===== src/rtl/kbd_scan_fifo_if.sv =====
// rtl/kbd_scan_fifo_if.sv - Wishbone slave register bus for the keyboard scancode FIFO
//
// Signals:
//   STB    master->slave  strobe, held until ACK is seen
//   WE     master->slave  write enable
//   ADDR   master->slave  word address (0 data, 1 status/ctrl, 2 flush, 3 spare)
//   DAT_I  master->slave  write data
//   DAT_O  slave->master  read data, valid only while ACK=1
//   ACK    slave->master  one-cycle acknowledge
interface kbd_scan_fifo_if;
  logic        STB;
  logic        WE;
  logic [1:0]  ADDR;
  logic [31:0] DAT_I;
  logic [31:0] DAT_O;
  logic        ACK;

  modport master (
    output STB, WE, ADDR, DAT_I,
    input  DAT_O, ACK
  );

  modport slave (
    input  STB, WE, ADDR, DAT_I,
    output DAT_O, ACK
  );
endinterface


===== src/rtl/kbd_scan_fifo.sv =====
// rtl/kbd_scan_fifo.sv - keyboard scancode FIFO with Wishbone register access and irq
//
// Purpose: buffers scancode bytes from a keyboard receiver in a DEPTH-entry
// circular buffer; a Wishbone master pops bytes, reads status, clears the
// sticky overflow flag and flushes the buffer.
//
// Ports:
//   clk            system clock, rising edge
//   reset          synchronous, active-low
//   ready_pulse    one-cycle strobe, Keyboard_Data valid
//   Keyboard_Data  scancode byte
//   bus            Wishbone slave (kbd_scan_fifo_if.slave)
//   irq            registered, 1 while the FIFO holds data
//
// Build option: define KBD_BREAK_FILTER_EN to drop 0xF0 break prefixes and the
// byte following each one before they reach the buffer.
module kbd_scan_fifo #(
  parameter int DEPTH = 16,
  parameter int CNT_W = 5
) (
  input  logic                clk,
  input  logic                reset,
  input  logic                ready_pulse,
  input  logic [7:0]          Keyboard_Data,
  kbd_scan_fifo_if.slave      bus,
  output logic                irq
);

  localparam int PTR_W = $clog2(DEPTH);

  logic [7:0]       mem [DEPTH];
  logic [PTR_W-1:0] wr_ptr_q, wr_ptr_d;
  logic [PTR_W-1:0] rd_ptr_q, rd_ptr_d;
  logic [CNT_W-1:0] count_q, count_d;
  logic             ovf_q, ovf_d;
  logic             ack_q, ack_d;
  logic [31:0]      dat_o_q, dat_o_d;
  logic             irq_q, irq_d;

  logic             empty, full;
  logic             access, rd_acc, wr_acc;
  logic             pop, push, drop, flush, clr_ovf;
  logic             push_req;
  logic [7:0]       cnt8;
  logic             dat_i_unused;

  assign dat_i_unused = ^bus.DAT_I[31:1];

  // Status field is 8 bits wide; the count is zero-extended (or truncated for DEPTH=256).
  generate
    if (CNT_W >= 8) begin : g_cnt_trunc
      assign cnt8 = count_q[7:0];
    end else begin : g_cnt_ext
      assign cnt8 = {{(8-CNT_W){1'b0}}, count_q};
    end
  endgenerate

`ifdef KBD_BREAK_FILTER_EN
  typedef enum logic {F_IDLE, F_BRK} flt_e;
  flt_e flt_q, flt_d;
  logic flt_pass;

  always_ff @(posedge clk) begin
    if (!reset) flt_q <= F_IDLE;
    else        flt_q <= flt_d;
  end

  always_comb begin
    flt_d = flt_q;
    if (ready_pulse) begin
      case (flt_q)
        F_IDLE:  if (Keyboard_Data == 8'hF0) flt_d = F_BRK;
        F_BRK:   flt_d = F_IDLE;
        default: flt_d = F_IDLE;
      endcase
    end
  end

  // The break prefix and the key code that follows it never reach the buffer.
  always_comb begin
    flt_pass = (flt_q == F_IDLE) && (Keyboard_Data != 8'hF0);
  end

  assign push_req = ready_pulse & flt_pass;
`else
  assign push_req = ready_pulse;
`endif

  assign empty = (count_q == '0);
  assign full  = (count_q == CNT_W'(DEPTH));

  always_comb begin
    // A bus access commits on the edge that raises ACK, so it happens exactly once.
    access  = bus.STB & ~ack_q;
    rd_acc  = access & ~bus.WE;
    wr_acc  = access & bus.WE;
    pop     = rd_acc & (bus.ADDR == 2'd0) & ~empty;
    flush   = wr_acc & (bus.ADDR == 2'd2);
    clr_ovf = wr_acc & (bus.ADDR == 2'd1) & bus.DAT_I[0];
    // A simultaneous pop frees the slot, so a full FIFO still accepts the byte.
    push    = push_req & (~full | pop) & ~flush;
    drop    = push_req & full & ~pop & ~flush;

    ack_d    = access;
    wr_ptr_d = wr_ptr_q + PTR_W'(push);
    rd_ptr_d = rd_ptr_q + PTR_W'(pop);
    count_d  = count_q + CNT_W'(push) - CNT_W'(pop);
    if (flush) begin
      wr_ptr_d = '0;
      rd_ptr_d = '0;
      count_d  = '0;
    end

    ovf_d = ovf_q;
    if (clr_ovf) ovf_d = 1'b0;
    if (drop)    ovf_d = 1'b1;

    irq_d = (count_d != '0);

    dat_o_d = '0;
    if (rd_acc) begin
      case (bus.ADDR)
        2'd0:    if (!empty) dat_o_d = {23'b0, 1'b1, mem[rd_ptr_q]};
        2'd1:    dat_o_d = {21'b0, cnt8, ovf_q, full, empty};
        default: dat_o_d = '0;
      endcase
    end
  end

  always_ff @(posedge clk) begin
    if (!reset) begin
      wr_ptr_q <= '0;
      rd_ptr_q <= '0;
      count_q  <= '0;
      ovf_q    <= 1'b0;
      ack_q    <= 1'b0;
      dat_o_q  <= '0;
      irq_q    <= 1'b0;
    end else begin
      wr_ptr_q <= wr_ptr_d;
      rd_ptr_q <= rd_ptr_d;
      count_q  <= count_d;
      ovf_q    <= ovf_d;
      ack_q    <= ack_d;
      dat_o_q  <= dat_o_d;
      irq_q    <= irq_d;
    end
  end

  // Storage is not reset; only the pointers define which entries are live.
  always_ff @(posedge clk) begin
    if (reset && push) mem[wr_ptr_q] <= Keyboard_Data;
  end

  assign bus.ACK   = ack_q;
  assign bus.DAT_O = dat_o_q;
  assign irq       = irq_q;

endmodule

===== src/flat_wrapper.sv =====
// flat-port wrapper written by rule: the top's interface ports become plain ports
module kbd_scan_fifo_flat 
#(
  parameter int DEPTH = 16,
  parameter int CNT_W = 5
)
  (clk, reset, ready_pulse, Keyboard_Data, irq, bus_STB, bus_WE, bus_ADDR, bus_DAT_I, bus_DAT_O, bus_ACK);
  kbd_scan_fifo_if bus_i ();
  input  logic clk;
  input  logic reset;
  input  logic ready_pulse;
  input  logic [7:0] Keyboard_Data;
  output logic irq;
  input wire logic [$bits(bus_i.STB)-1:0] bus_STB;
  input wire logic [$bits(bus_i.WE)-1:0] bus_WE;
  input wire logic [$bits(bus_i.ADDR)-1:0] bus_ADDR;
  input wire logic [$bits(bus_i.DAT_I)-1:0] bus_DAT_I;
  output wire logic [$bits(bus_i.DAT_O)-1:0] bus_DAT_O;
  output wire logic [$bits(bus_i.ACK)-1:0] bus_ACK;
  assign bus_i.STB = bus_STB;
  assign bus_i.WE = bus_WE;
  assign bus_i.ADDR = bus_ADDR;
  assign bus_i.DAT_I = bus_DAT_I;
  assign bus_DAT_O = bus_i.DAT_O;
  assign bus_ACK = bus_i.ACK;
  kbd_scan_fifo #(.DEPTH(DEPTH), .CNT_W(CNT_W)) u_core (.clk(clk), .reset(reset), .ready_pulse(ready_pulse), .Keyboard_Data(Keyboard_Data), .bus(bus_i), .irq(irq));
endmodule

===== config.mk =====
export PLATFORM = sky130hd
export DESIGN_NAME = kbd_scan_fifo_flat
export DESIGN_NICKNAME = d
export VERILOG_FILES = /design/src/rtl/kbd_scan_fifo_if.sv /design/src/rtl/kbd_scan_fifo.sv /design/src/flat_wrapper.sv
export SDC_FILE = /design/constraint.sdc
export NUM_CORES = 1
export LEC_CHECK = 0
export BUFFER_PORTS_ARGS = -buffer_cell sky130_fd_sc_hd__buf_2
export CORE_MARGIN = 8
export CORE_UTILIZATION = 25
export DETAILED_ROUTE_END_ITERATION = 6
export MAX_ROUTING_LAYER = met4
export PLACE_DENSITY = 0.51
export RECOVER_POWER = 25
export SLEW_MARGIN = 20
export SYNTH_ARGS = -nofsm -noshare
export SYNTH_HDL_FRONTEND = slang
export SYNTH_SLANG_ARGS = --single-unit

===== constraint.sdc =====
create_clock -name clk -period 7 [get_ports clk]
set_clock_uncertainty 0.05 [all_clocks]
set_input_delay 0.35 -clock clk [delete_from_list [all_inputs] [get_ports clk]]
set_output_delay 0.35 -clock clk [all_outputs]
set_load 0.05 [all_outputs]

==> flow_summary.json <==
{
  "outcome": "finished clean",
  "worstHoldPathCells": 2,
  "firstDrtPassIters": 4,
  "final_common_cell": "edfxtp_1",
  "yosys.area_share.xor_xnor_pct": 1.25,
  "max_cap_viol_count": 0,
  "fmax_mhz": 344,
  "worstPathArrival_ps": 2900,
  "reg2reg_slack_ps": 4090,
  "slew_headroom_pct": 37.4,
  "p_leak_nw": 2.40,
  "netlist_area_sq_um": 6310,
  "fin_util_pct": 29.7,
  "cp-start-kind": "register",
  "yosys_warnings": 0,
  "root_buffer": "clkbuf_16",
  "final_cell_area_sq_um": 7400,
  "track_usage_pct": 8.89,
  "synth-edff-count": 128,
  "reg2regPathDepth": 7,
  "coreArea_sq_um": 25000,
  "grt_setup_unrepaired": "no",
  "period_share_pct": 41.5,
  "cts_tree": "done",
  "final.setup.tns_ps": 0,
  "drtAntennaViolNets": 0,
  "finalMaxSlewViolations": 0,
  "r2r_start": "u_core.count_q[2]",
  "clockBufferDepth": 2,
  "ios": 81,
  "syn_to_final_growth_pct": 17.4,
  "antenna_found_initial": 0,
  "gp_congestion": 0.773,
  "async_flop_share_pct": 0,
  "r2r_end": "u_core.mem[10][5]",
  "ys.flop_type": "edfxtp_1",
  "yosysSeqAreaShare_pct": 68.9,
  "hold_class": "in -> reg",
  "drive_above_1_share_pct": 25.8,
  "cts_buffers": 17,
  "crit_path_end_kind": "register",
  "synth_top_family_by_area": "multiplexers",
  "synthMuxAreaShare_pct": 14.0,
  "fin_crit_ps": 2910,
  "worst_pin_slew_ps": 935,
  "vias": 3163,
  "ys_seq_elements": 153,
  "hold_path_end": "u_core.bus.ACK",
  "cts_hold_buffers": 0,
  "n_fill_cell": 2442,
  "setup_violations": 0,
  "vias_per_cell": 4.27,
  "floorplan.initialDensity_pct": 25.3,
  "drc": 0,
  "yosys.area_share.adder_pct": 1.90,
  "synth_top_area_share_pct": 60.9,
  "final_nets": 454,
  "port_buffers": 26,
  "grt_pass1_wl_mm": 19.4,
  "cts_resized": 0,
  "cp.required_ps": 6990,
  "synthSimpleGateAreaFrac_pct": 6.47,
  "critPathKind": "reg -> reg",
  "post-cts-setup-buffers": 0,
  "die_h_microns": 175,
  "synth_compound_area_share_pct": 2.66,
  "grt_start_max_net_pins": 35,
  "clock_latency_ps": 420,
  "clock-sinks": 153,
  "synth_area_leaders": "edfxtp_1 61%, mux4_2 11%, dfxtp_1 7.9%, buf_4 3.3%, mux2i_1 2.5%",
  "die_width_microns": 175,
  "min_from": "bus_STB",
  "dieArea_sq_um": 30600,
  "overflow": 0,
  "synth_cell_types": 45,
  "wl_mm": 13.0,
  "p_per_area_nw_per_um2": 302,
  "drt_iter0_markers": 276,
  "dpl.hpwl_mm": 8.30,
  "rows": 58,
  "synth_cells": 359,
  "wl_per_cell_microns": 17.5,
  "yosysTopAreaCell": "edfxtp_1",
  "mostFrequentLayoutCells": "128 x edfxtp_1, 32 x mux4_2, 24 x dfxtp_1",
  "place_area_sq_um": 6780,
  "syn_area_per_cell_sq_um": 17.6,
  "htree_levels": 4,
  "clk_pin_slew_worst_paths_ps": 60,
  "hold_viol_final": 0,
  "grt_pass1_vias": 3286,
  "critPathMaxFanout": 8,
  "num_antenna_cells": 0,
  "peakVddDrop_v": 0.000116
}
## logic make-up after synthesis
family	after synthesis
AO/OA/AOI/OAI	25
AND/OR/NAND/NOR	67
buffers and inverters	47
adder cells (fa/ha/maj)	9
flip-flops	153
multiplexers	48
XOR/XNOR	9
other	1
## sequential cells by signal, indices dropped and copies added (netlist names)
register and flops:
u_core.irq 1, u_core.rd_ptr_q 4, u_core.mem 128, u_core.wr_ptr_q 4, u_core.count_q 5, u_core.bus.ACK 1, u_core.ovf_q 1, u_core.bus.DAT_O 9
## critical path, stage by stage, from the launching register on
cell and delay, ps:
dfxtp_1 440, inv_1 100, ha_1 220, nand4bb_1 130, a21oi_1 90, nor4b_1 600
nand2_1 190, nor2_1 720
## stage by stage
stage	hold slack (ps)	instances	setup slack [ps]	power, mW
after detailed placement	479	709	4090	1.29
final	173	741	4090	2.24
after floorplan	394	381	4240	1.24
after global routing	169	741	3880	2.32
after global placement	477	709	3940	1.28
after CTS	151	741	4080	2.26
## cell usage after synthesis, types with 4 or more instances
cell	n
ha_1	8
nor2_1	21
nand3_1	4
inv_1	8
mux2i_1	16
and3_1	4
a2bb2oi_1	6
mux4_2	32
dfxtp_1	25
o21ai_1	7
buf_4	28
xnor2_1	6
clkbuf_1	5
nor3_1	9
edfxtp_1	128
nand2_1	8
## per-layer routing
| layer | up-vias | share of wire [%] | GRT usage, % |
|---|---|---|---|
| li1 | 1428 | - | - |
| met1 | 1631 | 46 | 10.9 |
| met2 | 93 | 47 | 13.7 |
| met3 | 11 | 5.6 | 2.63 |
| met4 | 0 | 1.2 | 3.36 |
| met5 | - | 0 | - |
## report_power, final
| part | switching [mW] | internal, mW | total, mW |
|---|---|---|---|
| combinational | 0.143 | 0.0842 | 0.227 |
| clock | 0.367 | 0.600 | 0.968 |
| sequential | 0.0294 | 1.01 | 1.04 |
## layout make-up
type,instances,area [sq um],share of cell area [%]
Clock buffer,19,433,5.85
Clock inverter,13,189,2.55
Inverter,8,30.0,0.406
Multi-Input combinational cell,181,1790,24.2
Sequential cell,153,4350,58.7
Tap cell,330,413,5.58
Timing Repair Buffer,37,205,2.77
## worst max path at each step
stage	cells after the start	startpoint	slack, ps	to
floorplan	5	u_core.bus.ACK	4240	u_core.mem[1][0]
CTS	7	u_core.count_q[3]	4080	u_core.mem[10][0]
global route	7	u_core.count_q[3]	3880	u_core.mem[10][0]
global placement	7	u_core.count_q[2]	3940	u_core.mem[3][6]
finish	7	u_core.count_q[2]	4090	u_core.mem[10][5]
detailed placement	6	bus_ADDR[0]	4090	u_core.mem[10][5]
(Power assumes the default switching activity.)
